`src/rtl/sobel_sched_pkg.sv`:
```
// Shared types and constants for the Sobel frame scheduler: FSM state encoding,
// key width, core-reset pulse length and the completion-record layout.
package sobel_sched_pkg;

  localparam int KEY_W     = 6;
  localparam int RST_PULSE = 2;

  // Completion-record field widths; the scheduler's BUF_W/CNT_W must not exceed these.
  localparam int REC_BUF_W = 2;
  localparam int REC_CNT_W = 32;

  typedef enum logic [2:0] {
    IDLE,
    LAUNCH,
    RUN,
    RECOVER,
    CPL
  } sched_state_e;

  typedef struct packed {
    logic [REC_BUF_W-1:0] buf_sel;
    logic [REC_CNT_W-1:0] cycles;
    logic                 err;
  } cpl_rec_t;

endpackage

```
`src/rtl/sobel_req_fifo.sv`:
```
// Frame request queue: synchronous FIFO of buffer selectors with full/empty
// flags and an occupancy level. Head entry is visible on pop_data while non-empty.
module sobel_req_fifo #(
  parameter int QDEPTH = 4,
  parameter int BUF_W  = 2
) (
  input  logic                      clk,
  input  logic                      rst,
  input  logic                      push,
  input  logic [BUF_W-1:0]          push_data,
  input  logic                      pop,
  output logic [BUF_W-1:0]          pop_data,
  output logic                      full,
  output logic                      empty,
  output logic [$clog2(QDEPTH):0]   level
);

  localparam int AW = $clog2(QDEPTH);

  logic [AW-1:0]    wr_ptr_q, wr_ptr_d;
  logic [AW-1:0]    rd_ptr_q, rd_ptr_d;
  logic [AW:0]      level_q, level_d;
  logic [BUF_W-1:0] mem_q [QDEPTH];
  logic             do_push, do_pop;

  assign full     = (level_q == (AW+1)'(QDEPTH));
  assign empty    = (level_q == '0);
  assign level    = level_q;
  assign pop_data = mem_q[rd_ptr_q];
  assign do_push  = push && !full;
  assign do_pop   = pop && !empty;

  // NOTE: every signal assigned here gets a default first, so no path leaves it unassigned and no latch is inferred.
  always_comb begin
    wr_ptr_d = wr_ptr_q;
    rd_ptr_d = rd_ptr_q;
    level_d  = level_q;
    if (do_push) wr_ptr_d = wr_ptr_q + AW'(1);
    if (do_pop)  rd_ptr_d = rd_ptr_q + AW'(1);
    case ({do_push, do_pop})
      2'b10:   level_d = level_q + (AW+1)'(1);
      2'b01:   level_d = level_q - (AW+1)'(1);
      default: level_d = level_q;
    endcase
  end

  // NOTE: sequential state uses non-blocking assignments so all flops update from pre-edge values.
  always_ff @(posedge clk or posedge rst) begin
    if (rst) begin
      wr_ptr_q <= '0;
      rd_ptr_q <= '0;
      level_q  <= '0;
    end else begin
      wr_ptr_q <= wr_ptr_d;
      rd_ptr_q <= rd_ptr_d;
      level_q  <= level_d;
    end
  end

  // NOTE: storage is deliberately not reset; the level/pointers guarantee stale entries are never read.
  always_ff @(posedge clk) begin
    if (do_push) mem_q[wr_ptr_q] <= push_data;
  end

endmodule

```
`src/rtl/sobel_frame_sched.sv`:
```
// Frame-level controller for the obfuscated Sobel core: queues requests, launches one
// frame at a time with a stable key, times it and returns completion records.
// Optional watchdog/RECOVER path compiled in with `define SOBEL_SCHED_WDOG_EN.
module sobel_frame_sched
  import sobel_sched_pkg::*;
#(
  parameter int          QDEPTH   = 4,
  parameter int          BUF_W    = 2,
  parameter int          CNT_W    = 32,
  parameter logic [31:0] WDOG_CYC = 32'd600000
) (
  input  logic                     ap_clk,
  input  logic                     ap_rst,
  input  logic                     req_valid,
  output logic                     req_ready,
  input  logic [BUF_W-1:0]         req_buf,
  input  logic                     key_valid,
  input  logic [KEY_W-1:0]         key_in,
  output logic                     core_start,
  input  logic                     core_done,
  input  logic                     core_idle,
  output logic                     core_rst,
  output logic [KEY_W-1:0]         core_key,
  output logic [BUF_W-1:0]         core_buf,
  output logic                     cpl_valid,
  input  logic                     cpl_ready,
  output logic [BUF_W-1:0]         cpl_buf,
  output logic [CNT_W-1:0]         cpl_cycles,
  output logic                     cpl_err,
  output logic                     busy,
  output logic [$clog2(QDEPTH):0]  q_level
);

  logic             fifo_full, fifo_empty, fifo_pop;
  logic [BUF_W-1:0] fifo_head;

  sched_state_e     state_q, state_d;
  logic             core_start_q, core_start_d;
  logic [KEY_W-1:0] core_key_q, core_key_d;
  logic [BUF_W-1:0] core_buf_q, core_buf_d;
  logic [KEY_W-1:0] key_pend_q, key_pend_d;
  logic             pend_flag_q, pend_flag_d;
  logic [CNT_W-1:0] cnt_q, cnt_d;
  logic             cpl_valid_q, cpl_valid_d;
  cpl_rec_t         cpl_q, cpl_d;

  sobel_req_fifo #(
    .QDEPTH (QDEPTH),
    .BUF_W  (BUF_W)
  ) u_req_fifo (
    .clk       (ap_clk),
    .rst       (ap_rst),
    .push      (req_valid),
    .push_data (req_buf),
    .pop       (fifo_pop),
    .pop_data  (fifo_head),
    .full      (fifo_full),
    .empty     (fifo_empty),
    .level     (q_level)
  );

`ifdef SOBEL_SCHED_WDOG_EN
  localparam int RC_W = (RST_PULSE > 1) ? $clog2(RST_PULSE) : 1;
  logic [RC_W-1:0] rst_cnt_q, rst_cnt_d;
  logic            core_rst_q, core_rst_d;
`endif

  always_comb begin
    state_d      = state_q;
    core_start_d = 1'b0;
    core_key_d   = core_key_q;
    core_buf_d   = core_buf_q;
    key_pend_d   = key_pend_q;
    pend_flag_d  = pend_flag_q;
    cnt_d        = cnt_q;
    cpl_valid_d  = cpl_valid_q;
    cpl_d        = cpl_q;
    fifo_pop     = 1'b0;
`ifdef SOBEL_SCHED_WDOG_EN
    rst_cnt_d    = rst_cnt_q;
`endif

    if (key_valid) begin
      key_pend_d  = key_in;
      pend_flag_d = 1'b1;
    end

    case (state_q)
      IDLE: begin
        if (!fifo_empty) begin
          fifo_pop   = 1'b1;
          core_buf_d = fifo_head;
          state_d    = LAUNCH;
          // The key latched here is frozen for the whole frame; a same-cycle write stays pending.
          if (pend_flag_q) core_key_d = key_pend_q;
          if (!key_valid)  pend_flag_d = 1'b0;
        end
      end
      LAUNCH: begin
        // core_start is registered: ap_idle depends on ap_start, so no combinational path back.
        if (core_idle && !core_start_q) begin
          core_start_d = 1'b1;
          cnt_d        = CNT_W'(1);
          state_d      = RUN;
        end
      end
      RUN: begin
        cnt_d = (&cnt_q) ? cnt_q : cnt_q + CNT_W'(1);
        if (core_done) begin
          cpl_d.buf_sel = REC_BUF_W'(core_buf_q);
          cpl_d.cycles  = REC_CNT_W'(cnt_q);
          cpl_d.err     = 1'b0;
          cpl_valid_d   = 1'b1;
          state_d       = CPL;
        end
`ifdef SOBEL_SCHED_WDOG_EN
        else if (cnt_q == CNT_W'(WDOG_CYC)) begin
          rst_cnt_d = '0;
          state_d   = RECOVER;
        end
`endif
      end
`ifdef SOBEL_SCHED_WDOG_EN
      RECOVER: begin
        rst_cnt_d = rst_cnt_q + RC_W'(1);
        if (rst_cnt_q == RC_W'(RST_PULSE - 1)) begin
          cpl_d.buf_sel = REC_BUF_W'(core_buf_q);
          cpl_d.cycles  = REC_CNT_W'(WDOG_CYC);
          cpl_d.err     = 1'b1;
          cpl_valid_d   = 1'b1;
          state_d       = CPL;
        end
      end
`endif
      CPL: begin
        if (cpl_ready) begin
          cpl_valid_d = 1'b0;
          state_d     = IDLE;
        end
      end
      default: state_d = IDLE;
    endcase

`ifdef SOBEL_SCHED_WDOG_EN
    core_rst_d = (state_d == RECOVER);
`endif
  end

  always_ff @(posedge ap_clk or posedge ap_rst) begin
    if (ap_rst) begin
      state_q      <= IDLE;
      core_start_q <= 1'b0;
      core_key_q   <= '0;
      core_buf_q   <= '0;
      key_pend_q   <= '0;
      pend_flag_q  <= 1'b0;
      cnt_q        <= '0;
      cpl_valid_q  <= 1'b0;
      cpl_q        <= '0;
    end else begin
      state_q      <= state_d;
      core_start_q <= core_start_d;
      core_key_q   <= core_key_d;
      core_buf_q   <= core_buf_d;
      key_pend_q   <= key_pend_d;
      pend_flag_q  <= pend_flag_d;
      cnt_q        <= cnt_d;
      cpl_valid_q  <= cpl_valid_d;
      cpl_q        <= cpl_d;
    end
  end

`ifdef SOBEL_SCHED_WDOG_EN
  always_ff @(posedge ap_clk or posedge ap_rst) begin
    if (ap_rst) begin
      rst_cnt_q  <= '0;
      core_rst_q <= 1'b0;
    end else begin
      rst_cnt_q  <= rst_cnt_d;
      core_rst_q <= core_rst_d;
    end
  end

  assign core_rst = core_rst_q;
  assign cpl_err  = cpl_q.err;
`else
  logic wdog_unused;
  assign wdog_unused = ^{WDOG_CYC, cpl_q.err};
  assign core_rst    = 1'b0;
  assign cpl_err     = 1'b0;
`endif

  assign req_ready  = !fifo_full;
  assign core_start = core_start_q;
  assign core_key   = core_key_q;
  assign core_buf   = core_buf_q;
  assign cpl_valid  = cpl_valid_q;
  assign cpl_buf    = BUF_W'(cpl_q.buf_sel);
  assign cpl_cycles = CNT_W'(cpl_q.cycles);
  assign busy       = (state_q != IDLE);

endmodule

```
`config.mk`:
```
export PLATFORM = sky130hd
export DESIGN_NAME = sobel_frame_sched
export DESIGN_NICKNAME = d
export VERILOG_FILES = /design/src/rtl/sobel_sched_pkg.sv /design/src/rtl/sobel_req_fifo.sv /design/src/rtl/sobel_frame_sched.sv
export SDC_FILE = /design/constraint.sdc
export NUM_CORES = 1
export LEC_CHECK = 0
export CELL_PAD_IN_SITES_DETAIL_PLACEMENT = 1
export CELL_PAD_IN_SITES_GLOBAL_PLACEMENT = 1
export CORE_MARGIN = 5
export CORE_UTILIZATION = 47
export DETAILED_ROUTE_END_ITERATION = 7
export GPL_TIMING_DRIVEN = 0
export PLACE_DENSITY = 0.9
export SYNTH_ARGS = -nofsm -noshare
export SYNTH_HDL_FRONTEND = slang
export SYNTH_SLANG_ARGS = --single-unit
```
`constraint.sdc`:
```
create_clock -name ap_clk -period 8.57 [get_ports ap_clk]
set_clock_uncertainty 0.15 [all_clocks]
set_input_delay 1.714 -clock ap_clk [delete_from_list [all_inputs] [get_ports ap_clk]]
set_output_delay 1.714 -clock ap_clk [all_outputs]
set_load 0.005 [all_outputs]
```
==> impl_metrics.env <==
export IMPL_status="completed"
export IMPL_path_clk_slew_ns=0.11
export IMPL_setup_viol=0
export IMPL_fillers=1052
export IMPL_timing_final_crit_period_ns=3.75
export IMPL_fin_nets=487
export IMPL_powerDensity_mw_per_mm2=296
export IMPL_worst_ep_required_time_ns=8.68
export IMPL_yosysUniqueCellTypes=51
export IMPL_antenna_found_initial=0
export IMPL_hold_viol=0
export IMPL_synth_cell_area_sq_mm=0.00460
export IMPL_dp_hpwl_microns=8700
export IMPL_relSlewSlack_pct=26.8
export IMPL_path_max_fanout=10
export IMPL_met3_length_microns=724
export IMPL_drive_above_1_share_pct=14.9
export IMPL_htree_levels=3
export IMPL_grtUsageTotal_pct=21.8
export IMPL_final_util_pct=58.5
export IMPL_routed_top_layer="met4"
export IMPL_place_congestion=0.835
export IMPL_vias_per_cell=5.92
export IMPL_yosysMostFrequentCell="dfrtp_1"
export IMPL_drc_errors=0
export IMPL_die_h_microns=109
export IMPL_cp_startpoint="core_done"
export IMPL_r2r_end="cnt_q[13]$_DFFE_PP0P_"
export IMPL_asyncSetResetFlopFracSynth_pct=92.1
export IMPL_ant_nets=0
export IMPL_yosys_most_used_dff="dfrtp_1"
export IMPL_end_kind="flip-flop"
export IMPL_reg2reg_from="cnt_q[0]$_DFFE_PP0P_"
export IMPL_ys_top_cells_by_count="93 x dfrtp_1, 42 x mux2_2, 31 x a31oi_1"
export IMPL_slew_violations=0
export IMPL_critPathLaunchType="input port"
export IMPL_rsz0062_at_grt="no"
export IMPL_cts_tree="yes"
export IMPL_r2r_cells=9
export IMPL_ys_seq_elements=101
export IMPL_finish_instance_area_sq_mm=0.00564
export IMPL_hp_class="reg2reg"
export IMPL_grt_max_degree=74
export IMPL_worstMarginPinSlew_ns=1.09
export IMPL_clock_latency_ns=0.38
export IMPL_leakagePower_nw=2.40
export IMPL_synthCells=390
export IMPL_grt_first_pass_wirelength_microns=20000
export IMPL_cts_sinks=101
export IMPL_drtIter0Drc=218
export IMPL_dieWidth_microns=109
export IMPL_syn2layout_area_growth_pct=22.6
export IMPL_cts_root_buf="clkbuf_8"
export IMPL_wl_met2_microns=6250
export IMPL_place_area_sq_mm=0.00542
export IMPL_synth_edf_count=8
export IMPL_grt_pass1_vias=3768
export IMPL_wl_met1_microns=4840
export IMPL_cp_arrival_ns=3.86
export IMPL_setup_tns_ns=0
export IMPL_ctsLongestPathBuffers=2
export IMPL_dr_pass1_iters=6
export IMPL_postCtsSetupBuffers=0
export IMPL_vias=3572
export IMPL_setup_worst_path_end="cpl_cycles[7]$_DFFE_PP0P_"
export IMPL_initial_core_util_pct=47.7
export IMPL_rows=36
export IMPL_cts_resized=0
export IMPL_cts_buffers=9
export IMPL_grt_ovfl_total=0
export IMPL_synth_top_area_cell="dfrtp_1"
export IMPL_core_region_area_sq_mm=0.00964
export IMPL_wl_microns=12100
export IMPL_regToRegSetupSlack_ns=5.48
export IMPL_hold_buffers=0
export IMPL_dieArea_sq_mm=0.0119
export IMPL_max_freq_ghz=0.267
export IMPL_syn_avg_cell_area_sq_um=11.8
export IMPL_finalCritPeriodShare_pct=43.7
export IMPL_synth_area_leaders="dfrtp_1 51%, mux2_2 10%, edfxtp_1 5.2%, a31oi_1 4.2%, and3_1 2.2%"
export IMPL_routedWlPerCell_microns=20.0
export IMPL_ios=66
export IMPL_peakVddDrop_mv=0.159
export IMPL_max_cap_violations=0
export IMPL_synth_top_cell_area_share_pct=50.6
export IMPL_synth_warnings=0
export IMPL_hold_slack_ns=0.346
export IMPL_critPathKind="in2reg"
export IMPL_numPortBuffers=62
export IMPL_n_antenna_cell=0
export IMPL_synth_seq_area_share_pct=55.8
-- flip-flops by register name, summed over array words and instances (netlist names) --
signal               count
cpl_valid                1
u_req_fifo.level         3
core_key                 6
u_req_fifo.mem_q         8
cpl_buf                  2
pend_flag_q              1
core_buf                 2
cnt_q                   32
state_q                  3
core_start               1
u_req_fifo.wr_ptr_q      2
u_req_fifo.rd_ptr_q      2
cpl_cycles              32
key_pend_q               6
-- worst min path at each step --
stage                               from                      end  slack [ns]  cells past startpoint
2_1_floorplan      pend_flag_q$_DFF_PP0_    pend_flag_q$_DFF_PP0_        0.30                      1
3_3_place_gp       pend_flag_q$_DFF_PP0_    pend_flag_q$_DFF_PP0_        0.31                      1
3_5_place_dp   key_pend_q[3]$_DFFE_PP0P_  core_key[3]$_DFFE_PP0P_        0.33                      1
4_1_cts        key_pend_q[3]$_DFFE_PP0P_  core_key[3]$_DFFE_PP0P_        0.35                      1
5_1_grt            pend_flag_q$_DFF_PP0_    pend_flag_q$_DFF_PP0_        0.38                      1
6_report       key_pend_q[3]$_DFFE_PP0P_  core_key[3]$_DFFE_PP0P_        0.35                      1
-- area by class of cell --
cell class	instances	area (sq um)	share of cell area, %
flip-flops and latches	101	2570	45.5
multi-input cells	255	1890	33.5
repair buffers	63	648	11.5
well taps	133	166	2.95
clock buffers	9	124	2.20
clock inverters	7	95.1	1.69
plain buffers	20	91.3	1.62
inverters	15	58.8	1.04
-- power breakdown --
group	total, mW	internal, mW	switching [mW]	leakage, nW
sequential	0.739	0.620	0.120	1.29
combinational	0.603	0.321	0.282	1.00
clock	0.328	0.143	0.184	0.110
total	1.67	1.08	0.586	2.40
-- worst max-delay path: stages --
cell	delay (ns)
clkdlybuf4s50_1	0.53
and3_1	0.17
clkbuf_1	0.50
clkbuf_1	0.51
mux2_2	0.42
-- per-stage QoR --
stage	cells	setup WS (ns)	power [mW]
floorplan	391	4.29	1.03
global placement	586	2.90	1.30
detailed placement	587	4.42	1.36
CTS	603	4.82	1.69
global route	603	4.75	1.77
finish	603	4.82	1.67
-- layout by cell type, fill, tap and decap left out, types with 5 or more instances in the layout --
master / n
mux2_2: 42
nand2b_1: 6
inv_1: 13
nand2_1: 19
ha_1: 6
nor4_1: 5
a21oi_1: 10
and3_1: 16
nand4_1: 7
edfxtp_1: 8
nor3_1: 11
mux2_1: 6
o211ai_1: 5
clkbuf_8: 9
o21ai_0: 7
clkbuf_1: 16
dfrtp_1: 93
nor2_1: 13
nand3_1: 14
clkdlybuf4s50_1: 62
a31oi_1: 31
a221o_1: 7
-- logic make-up after synthesis --
kind of cell | after synthesis | share of synthesized area [%]
muxes | 52 | 13.2
AOI/OAI and AO/OA | 73 | 10.6
xor gates and xnor gates | 6 | 1.14
other | 1 | 0.0815
buffers and inverters | 35 | 3.21
DFF | 101 | 55.8
adders and majority gates | 7 | 2.07
and+or+nand+nor | 115 | 14.0
-- layer usage --
metal,GRT usage [%],vias up
li1,-,1603
met1,26.6,1837
met2,37.7,108
met3,4.91,24
met4,8.30,0
met5,0,-
Note: power is estimated with default switching activity, not from simulation.
